$ cat src/rtl/ram_arbiter.sv
// ram_arbiter: two-requester arbiter and sequencer in front of a single-port
// synchronous ram with one cycle of registered read latency.
//
// Each transaction latches one command. The arbiter drives a one-cycle ram
// strobe and a one-cycle ack to the requester that owns the transaction.
// For a read, the ram output is captured into rdata. A one-cycle rvalid
// pulse then goes to the owning requester.
//
// Ports:
//   clk, rst                         clock, asynchronous active-high reset
//   req0/1, we0/1, addr0/1, wdata0/1 requester command inputs
//   ack0/1                           command accepted and issued (1 cycle)
//   rvalid0/1, rdata                 read return; rdata is shared, registered
//   busy                             FSM not in IDLE
//   mem_read_en, mem_write_en        ram strobes
//   mem_address_loc, mem_data_inbit  ram address and write data
//   mem_data_outbit                  ram read data
//
// Build option: define RAM_ARB_FIXED_PRIO_EN to make requester 0 always win
// when both request. The default build uses round-robin arbitration.
module ram_arbiter #(
  parameter int unsigned DATA_WIDTH     = 8,
  parameter int unsigned ADDR_BUS_WIDTH = 4
) (
  input  logic                      clk,
  input  logic                      rst,
  input  logic                      req0,
  input  logic                      req1,
  input  logic                      we0,
  input  logic                      we1,
  input  logic [ADDR_BUS_WIDTH-1:0] addr0,
  input  logic [ADDR_BUS_WIDTH-1:0] addr1,
  input  logic [DATA_WIDTH-1:0]     wdata0,
  input  logic [DATA_WIDTH-1:0]     wdata1,
  output logic                      ack0,
  output logic                      ack1,
  output logic                      rvalid0,
  output logic                      rvalid1,
  output logic [DATA_WIDTH-1:0]     rdata,
  output logic                      busy,
  output logic                      mem_read_en,
  output logic                      mem_write_en,
  output logic [ADDR_BUS_WIDTH-1:0] mem_address_loc,
  output logic [DATA_WIDTH-1:0]     mem_data_inbit,
  input  logic [DATA_WIDTH-1:0]     mem_data_outbit
);

  typedef enum logic [1:0] {
    IDLE   = 2'd0,
    ISSUE  = 2'd1,
    RDWAIT = 2'd2
  } state_t;

  state_t                    state, state_d;
  logic                      gnt, gnt_d;      // owner of the current transaction
  logic                      pick;            // requester chosen in IDLE
  logic                      sel_we;
  logic [ADDR_BUS_WIDTH-1:0] sel_addr;
  logic [DATA_WIDTH-1:0]     sel_wdata;

  logic                      ack0_d, ack1_d, rvalid0_d, rvalid1_d, busy_d;
  logic                      rd_d, wr_d;
  logic [ADDR_BUS_WIDTH-1:0] addr_d;
  logic [DATA_WIDTH-1:0]     wdata_d, rdata_d;

`ifdef RAM_ARB_FIXED_PRIO_EN
  // Requester 0 wins whenever it requests.
  assign pick = ~req0;
`else
  logic last_gnt, last_gnt_d;

  // On contention, grant the requester that was not granted last.
  assign pick = (req0 & req1) ? ~last_gnt : ~req0;
  assign last_gnt_d = (state == IDLE && (req0 | req1)) ? pick : last_gnt;

  // Reset value 1 gives requester 0 the first contested grant.
  always_ff @(posedge clk or posedge rst) begin
    if (rst) last_gnt <= 1'b1;
    else     last_gnt <= last_gnt_d;
  end
`endif

  assign sel_we    = pick ? we1    : we0;
  assign sel_addr  = pick ? addr1  : addr0;
  assign sel_wdata = pick ? wdata1 : wdata0;

  // State register.
  always_ff @(posedge clk or posedge rst) begin
    if (rst) state <= IDLE;
    else     state <= state_d;
  end

  // Next state, plus the register inputs that set up the outputs for the next cycle.
  always_comb begin
    state_d   = state;
    gnt_d     = gnt;
    ack0_d    = 1'b0;
    ack1_d    = 1'b0;
    rvalid0_d = 1'b0;
    rvalid1_d = 1'b0;
    rd_d      = 1'b0;
    wr_d      = 1'b0;
    addr_d    = mem_address_loc;
    wdata_d   = mem_data_inbit;
    rdata_d   = rdata;
    unique case (state)
      IDLE: begin
        if (req0 | req1) begin
          state_d = ISSUE;
          gnt_d   = pick;
          ack0_d  = ~pick;
          ack1_d  = pick;
          wr_d    = sel_we;
          rd_d    = ~sel_we;
          addr_d  = sel_addr;
          wdata_d = sel_wdata;
        end
      end
      // The registered read strobe records the direction of the latched command.
      ISSUE:   state_d = mem_read_en ? RDWAIT : IDLE;
      RDWAIT: begin
        state_d   = IDLE;
        rdata_d   = mem_data_outbit;
        rvalid0_d = ~gnt;
        rvalid1_d = gnt;
      end
      default: state_d = IDLE;
    endcase
    busy_d = (state_d != IDLE);
  end

  // Output and command registers.
  always_ff @(posedge clk or posedge rst) begin
    if (rst) begin
      gnt             <= 1'b0;
      ack0            <= 1'b0;
      ack1            <= 1'b0;
      rvalid0         <= 1'b0;
      rvalid1         <= 1'b0;
      rdata           <= '0;
      busy            <= 1'b0;
      mem_read_en     <= 1'b0;
      mem_write_en    <= 1'b0;
      mem_address_loc <= '0;
      mem_data_inbit  <= '0;
    end else begin
      gnt             <= gnt_d;
      ack0            <= ack0_d;
      ack1            <= ack1_d;
      rvalid0         <= rvalid0_d;
      rvalid1         <= rvalid1_d;
      rdata           <= rdata_d;
      busy            <= busy_d;
      mem_read_en     <= rd_d;
      mem_write_en    <= wr_d;
      mem_address_loc <= addr_d;
      mem_data_inbit  <= wdata_d;
    end
  end

endmodule
$ cat config.mk
export PLATFORM = sky130hd
export DESIGN_NAME = ram_arbiter
export DESIGN_NICKNAME = d
export VERILOG_FILES = /design/src/rtl/ram_arbiter.sv
export SDC_FILE = /design/constraint.sdc
export NUM_CORES = 1
export LEC_CHECK = 0
export CORE_UTILIZATION = 32
export DETAILED_ROUTE_END_ITERATION = 6
export DONT_BUFFER_PORTS = 1
export PLACE_DENSITY = 0.54
export RECOVER_POWER = 100
export SLEW_MARGIN = 20
export SYNTH_ARGS = -nofsm -noshare
export SYNTH_HDL_FRONTEND = slang
export SYNTH_SLANG_ARGS = --single-unit
$ cat constraint.sdc
create_clock -name clk -period 2.97 [get_ports clk]
set_input_delay 0.297 -clock clk [delete_from_list [all_inputs] [get_ports clk]]
set_output_delay 0.297 -clock clk [all_outputs]
set_load 0.02 [all_outputs]
# Yosys cells after proc, flatten, opt, wreduce, memory -nomap -nowiden
# Index checks and enable logic that the tools add are counted.
# classes
n_bitwise,7
n_reduce_logical,4
n_eq_ne,2
muxes,17
# ops
operator,count
$mux W1,12
$mux W8,1
$not A1 Y1,5
$mux W2,2
$mux W4,1
$pmux W2 S2,1
$eq A2 B1 Y1 const B,1
$eq A2 B2 Y1 const B,1
$logic_not A2 Y1,1
$reduce_and A2 Y1,1
$reduce_bool A2 Y1,1
$and A1 B1 Y1,1
$logic_and A1 B1 Y1,1
$or A1 B1 Y1,1
# word_totals
out_inout_bits,27
elab_cells,43
in_bits,38
register_bits,31

# Logic depth before layout (Yosys ltp)
# logic_depth
depth_word,6
mapped_depth,6

# Worst setup path after synthesis
# Ideal clock, no wire load.
# synth_path
path_kind,register -> register
startpoint,register last_gnt
endpoint,register mem_address_loc[0]
setup_slack_ns,1.703
required_ns,2.838
path_stages_with_launch,5
setup_ns,0.132
t_arrival_ns,1.135
path_cell_list,dfstp_2 and2b_1 clkbuf_1 o21ai_0 a31oi_2
# synth_via
elab_chain_cells,3
# synth_lines
item,line,rtl
from (decl),70,"logic last_gnt, last_gnt_d;"
from (signal assigned),79,else last_gnt <= last_gnt_d;
$not A1 Y1,73,assign pick = (req0 & req1) ? ~last_gnt : ~req0;
$mux W1,73,
$mux W4,84,assign sel_addr = pick ? addr1 : addr0;
to (signal assigned),156,mem_address_loc <= addr_d;
to (decl),43,"output logic [ADDR_BUS_WIDTH-1:0] mem_address_loc,"
# Every way passes these cells.
# A chain may end at the register's enable or synchronous reset.

# Worst setup path after layout
# layout_path
startpoint,register state[1]
endpoint,register mem_address_loc[1]
# layout_via
elab_chain_cells,2
# layout_lines
item,line,rtl
from (decl),54,"state_t state, state_d;"
from (signal assigned),90,else state <= state_d;
$logic_not A2 Y1,106,unique case (state)
$reduce_and A2 Y1 (no source line),--,
# Every way passes these cells.

==> summary.md <==
| Metric | Value |
|---|---|
| Peak Freq | `~540 MHz` |
| Number of global-route vias before repair | `~940` |
| Reg2reg end | `mem_address_loc[1]$_DFFE_PP0P_` |
| Resize count post-CTS | `0` |
| CP Max Fanout | `15` |
| # hold bufs at CTS | `1` |
| Beginning of the worst hold path | `req0` |
| Primary FF master, synth | `dfrtp_1` |
| Tot Pwr | `roughly 0.0016 W` |
| Critical R2R Launch | `state[1]$_DFF_PP0_` |
| Reg2Reg Depth | `4` |
| Fraction of registers with async set or reset after synthesis | `1.00` |
| Largest family of logic cells by synthesized area | `compound AO/OA/AOI/OAI gates` |
| Root Buffer | `clkbuf_8` |
| Clk buf depth | `2` |
| Layout cell share with drive strength beyond 1 | `0.158` |
| Post-synthesis sequential area ratio | `0.569` |
| Outcome | `complete, no violations` |
| Synth Area in Adders | `0` |
| Number of flops mapped to enable cells by yosys | `0` |
| Pwr/cell area | `about 1100 nW/um^2` |
| DR WL/cell | `around 18 microns` |
| Mapped Cells | `120` |
| Final period utilization | `0.625` |
| Cell taking the most area after synthesis | `dfrtp_1` |
| CTS buffer count | `5` |
| Top-count cell post-synth | `dfrtp_1` |
| Total gr overflow | `0` |
| Number of library cell types mapped by synthesis | `23` |
| Footprint of the multi-input gates | `about 500 sq um` |
| Initial antenna violation count | `0` |
| R2r setup slk | `between 1 and 1.5 ns` |
| H-tree level count | `2` |
| Final net count | `~160` |
| ANT nets after route | `0` |
| Synth Area in Simple Gates | `0.101` |
| Worst hold path depth | `1` |
| Site Rows | `23` |
| Initial Utilization | `0.337` |
| Total track usage | `0.145` |
| Leak pwr | `between 0.6 and 0.7 nW` |
| Area after DPL | `~1400 sq um` |
| XOR/XNOR Fraction of Synth Area | `0` |
| Die Y | `67.3 microns` |
| Post-synthesis compound-gate area fraction | `0.210` |
| Yosys warning count | `0` |
| Final Max Slew Viols | `0` |
| Crit path launch type | `register` |
| First-pass GRT wire length | `roughly 4.6 mm` |
| Clock latency on the worst-skew pair | `approximately 0.28 ns` |
| Syn Std Cell Area | `roughly 1400 sq um` |
| Largest net degree at the start of global routing | `32` |
| Gpl congestion | `0.686` |
| I/O pin cnt | `65` |
| Post-synthesis register bit count | `31` |
| DIE AREA | `between 4000 and 5000 sq um` |
| Worst slack, placed | `1.41 ns` |
| CTS tree | `built` |
| Unrepaired setup endpoints after global routing | `no` |
| Syn_nets | `approximately 160` |
| Final wirelength | `between 2 and 3 mm` |
| Min-Delay Endpoint | `ack1$_DFF_PP0_` |
| CP arrival | `approximately 2.0 ns` |
| Die X | `67.3 microns` |
| Headroom to the max-slew limit | `0.244` |
| Hold/Removal Path Class | `input pin to register` |
| Worst slew pin tran | `1.13 ns` |
| Setup violations, final | `0` |
| Clock transition at the registers of the reported paths | `0.07 ns` |
| Final WS setup | `1.11 ns` |
| Clk sinks | `31` |
| Worst vdd ir | `about 0.33 mV` |
| Ranking of synthesized cells by area | `dfrtp_1 (55%), a31oi_2 (8.2%), mux2_1 (6.6%), a21oi_1 (5.1%), nand3_1 (5.1%)` |
| Hold Vio Cnt, Final | `0` |
| 1st-pass router iterations | `4` |
| Via-to-Cell Ratio | `about 5.6` |
| CP Capture Type | `register` |
| Clk_skew | `0.00419 ns` |
| Input/output buffers | `0` |
| Vias | `between 900 and 1,000` |
| Critical Path RT | `about 3.1 ns` |
| Post-synthesis mux area share | `0.0659` |
| Synth top area share | `0.549` |
| Maxcap violations | `0` |
| Final Critical Period | `roughly 1.9 ns` |
| DR DRC count | `0` |
| Filler cells | `roughly 400` |
| Syn_area_per_cell | `~11 sq um` |
| TNS Setup | `0 ns` |
| CP Class | `register to register` |
| Design area | `~1500 sq um` |
| Register Area | `777 sq um` |
| Setup bufs post-CTS | `0` |
| DP Wirelength | `about 2.1 mm` |
| Ant diodes | `0` |
| Syn-to-layout area delta | `6.41%` |
| Most frequent cells after synthesis | `dfrtp_1 (30), a21oi_1 (14), nand3_1 (14), o21ai_0 (14), a31oi_2 (9)` |
| Core footprint | `4060 sq um` |
| Iter 0 DRT Violations | `54` |
## through the flow
stage	util	instances	hold slack (ns)
after global placement	0.339	161	0.402
after global routing	0.358	170	0.0962
final	0.358	170	0.111
after detailed placement	0.339	161	0.305
after CTS	0.362	170	0.0925
after floorplan	-	120	0.400
## cells in the final DEF (no fill, tap or decap), drive strengths merged
cell type,netlist,routed
and3,1,1
dlygate4sd3,0,1
nand3,14,14
or2,1,1
dfstp,1,1
nand2,2,2
and2b,1,1
a21boi,1,1
dfrtp,30,30
o21ai,14,14
mux2,8,8
nor2,4,4
clkinv,0,3
inv,5,5
nand2b,2,2
a31oi,12,12
a21oi,14,14
o21a,1,1
clkbuf,3,5
## registers in the layout, summed over array words and instances, names as in the netlist
name / count
ack0: 1
mem_write_en: 1
mem_data_inbit: 8
mem_read_en: 1
rdata: 8
busy: 1
ack1: 1
rvalid1: 1
mem_address_loc: 4
rvalid0: 1
state: 2
last_gnt: 1
gnt: 1
## report_power, final
| group | internal [W] | switching [W] | leakage, nW |
|---|---|---|---|
| clock | 0.000160 | 0.000154 | 0.0477 |
| combinational | 0.000136 | 0.000198 | 0.186 |
| sequential | 0.000605 | 0.000321 | 0.367 |
| total | 0.000901 | 0.000673 | 0.601 |
## how the worst max path moves through the flow
| stage | from | to | slack (ns) | cells after the start |
|---|---|---|---|---|
| final | state[1]$_DFF_PP0_ | mem_address_loc[1]$_DFFE_PP0P_ | 1.11 | 4 |
| after global routing | state[1]$_DFF_PP0_ | mem_address_loc[1]$_DFFE_PP0P_ | 0.95 | 4 |
| after floorplan | last_gnt$_DFFE_PP1P_ | mem_address_loc[0]$_DFFE_PP0P_ | 1.70 | 4 |
| after global placement | state[1]$_DFF_PP0_ | mem_read_en$_DFF_PP0_ | 1.47 | 4 |
| after CTS | state[1]$_DFF_PP0_ | mem_address_loc[1]$_DFFE_PP0P_ | 1.40 | 4 |
| after detailed placement | state[1]$_DFF_PP0_ | mem_address_loc[1]$_DFFE_PP0P_ | 1.41 | 4 |
## layer usage
metal,vias up,track usage,part of all wire
met1,472,0.163,0.39
li1,426,-,-
met5,-,0,0
met3,2,0.0777,0.10
met2,47,0.225,0.50
met4,0,0.0638,0.0077
## logic make-up (layout without fill, tap and decap cells)
group	after synthesis	after routing
AOI/OAI and AO/OA	42	42
DFF	31	31
and+or+nand+nor	25	25
buffers and inverters	14	14
muxes	8	8
## final cells by class
class                   instances  area share
clock buffers                   5      0.0473
multi-input cells              75       0.343
inverters                       5      0.0146
flip-flops and latches         31       0.534
repair buffers                  1     0.00688
clock inverters                 3      0.0103
well taps                      50      0.0430
## worst max-delay path: stages, from the launching register on
cell	delay (ns)
dfrtp_1	0.40
nor2_1	0.81
nand2_4	0.15
inv_4	0.23
a31oi_1	0.13
Power figures use the tool's default switching activity.
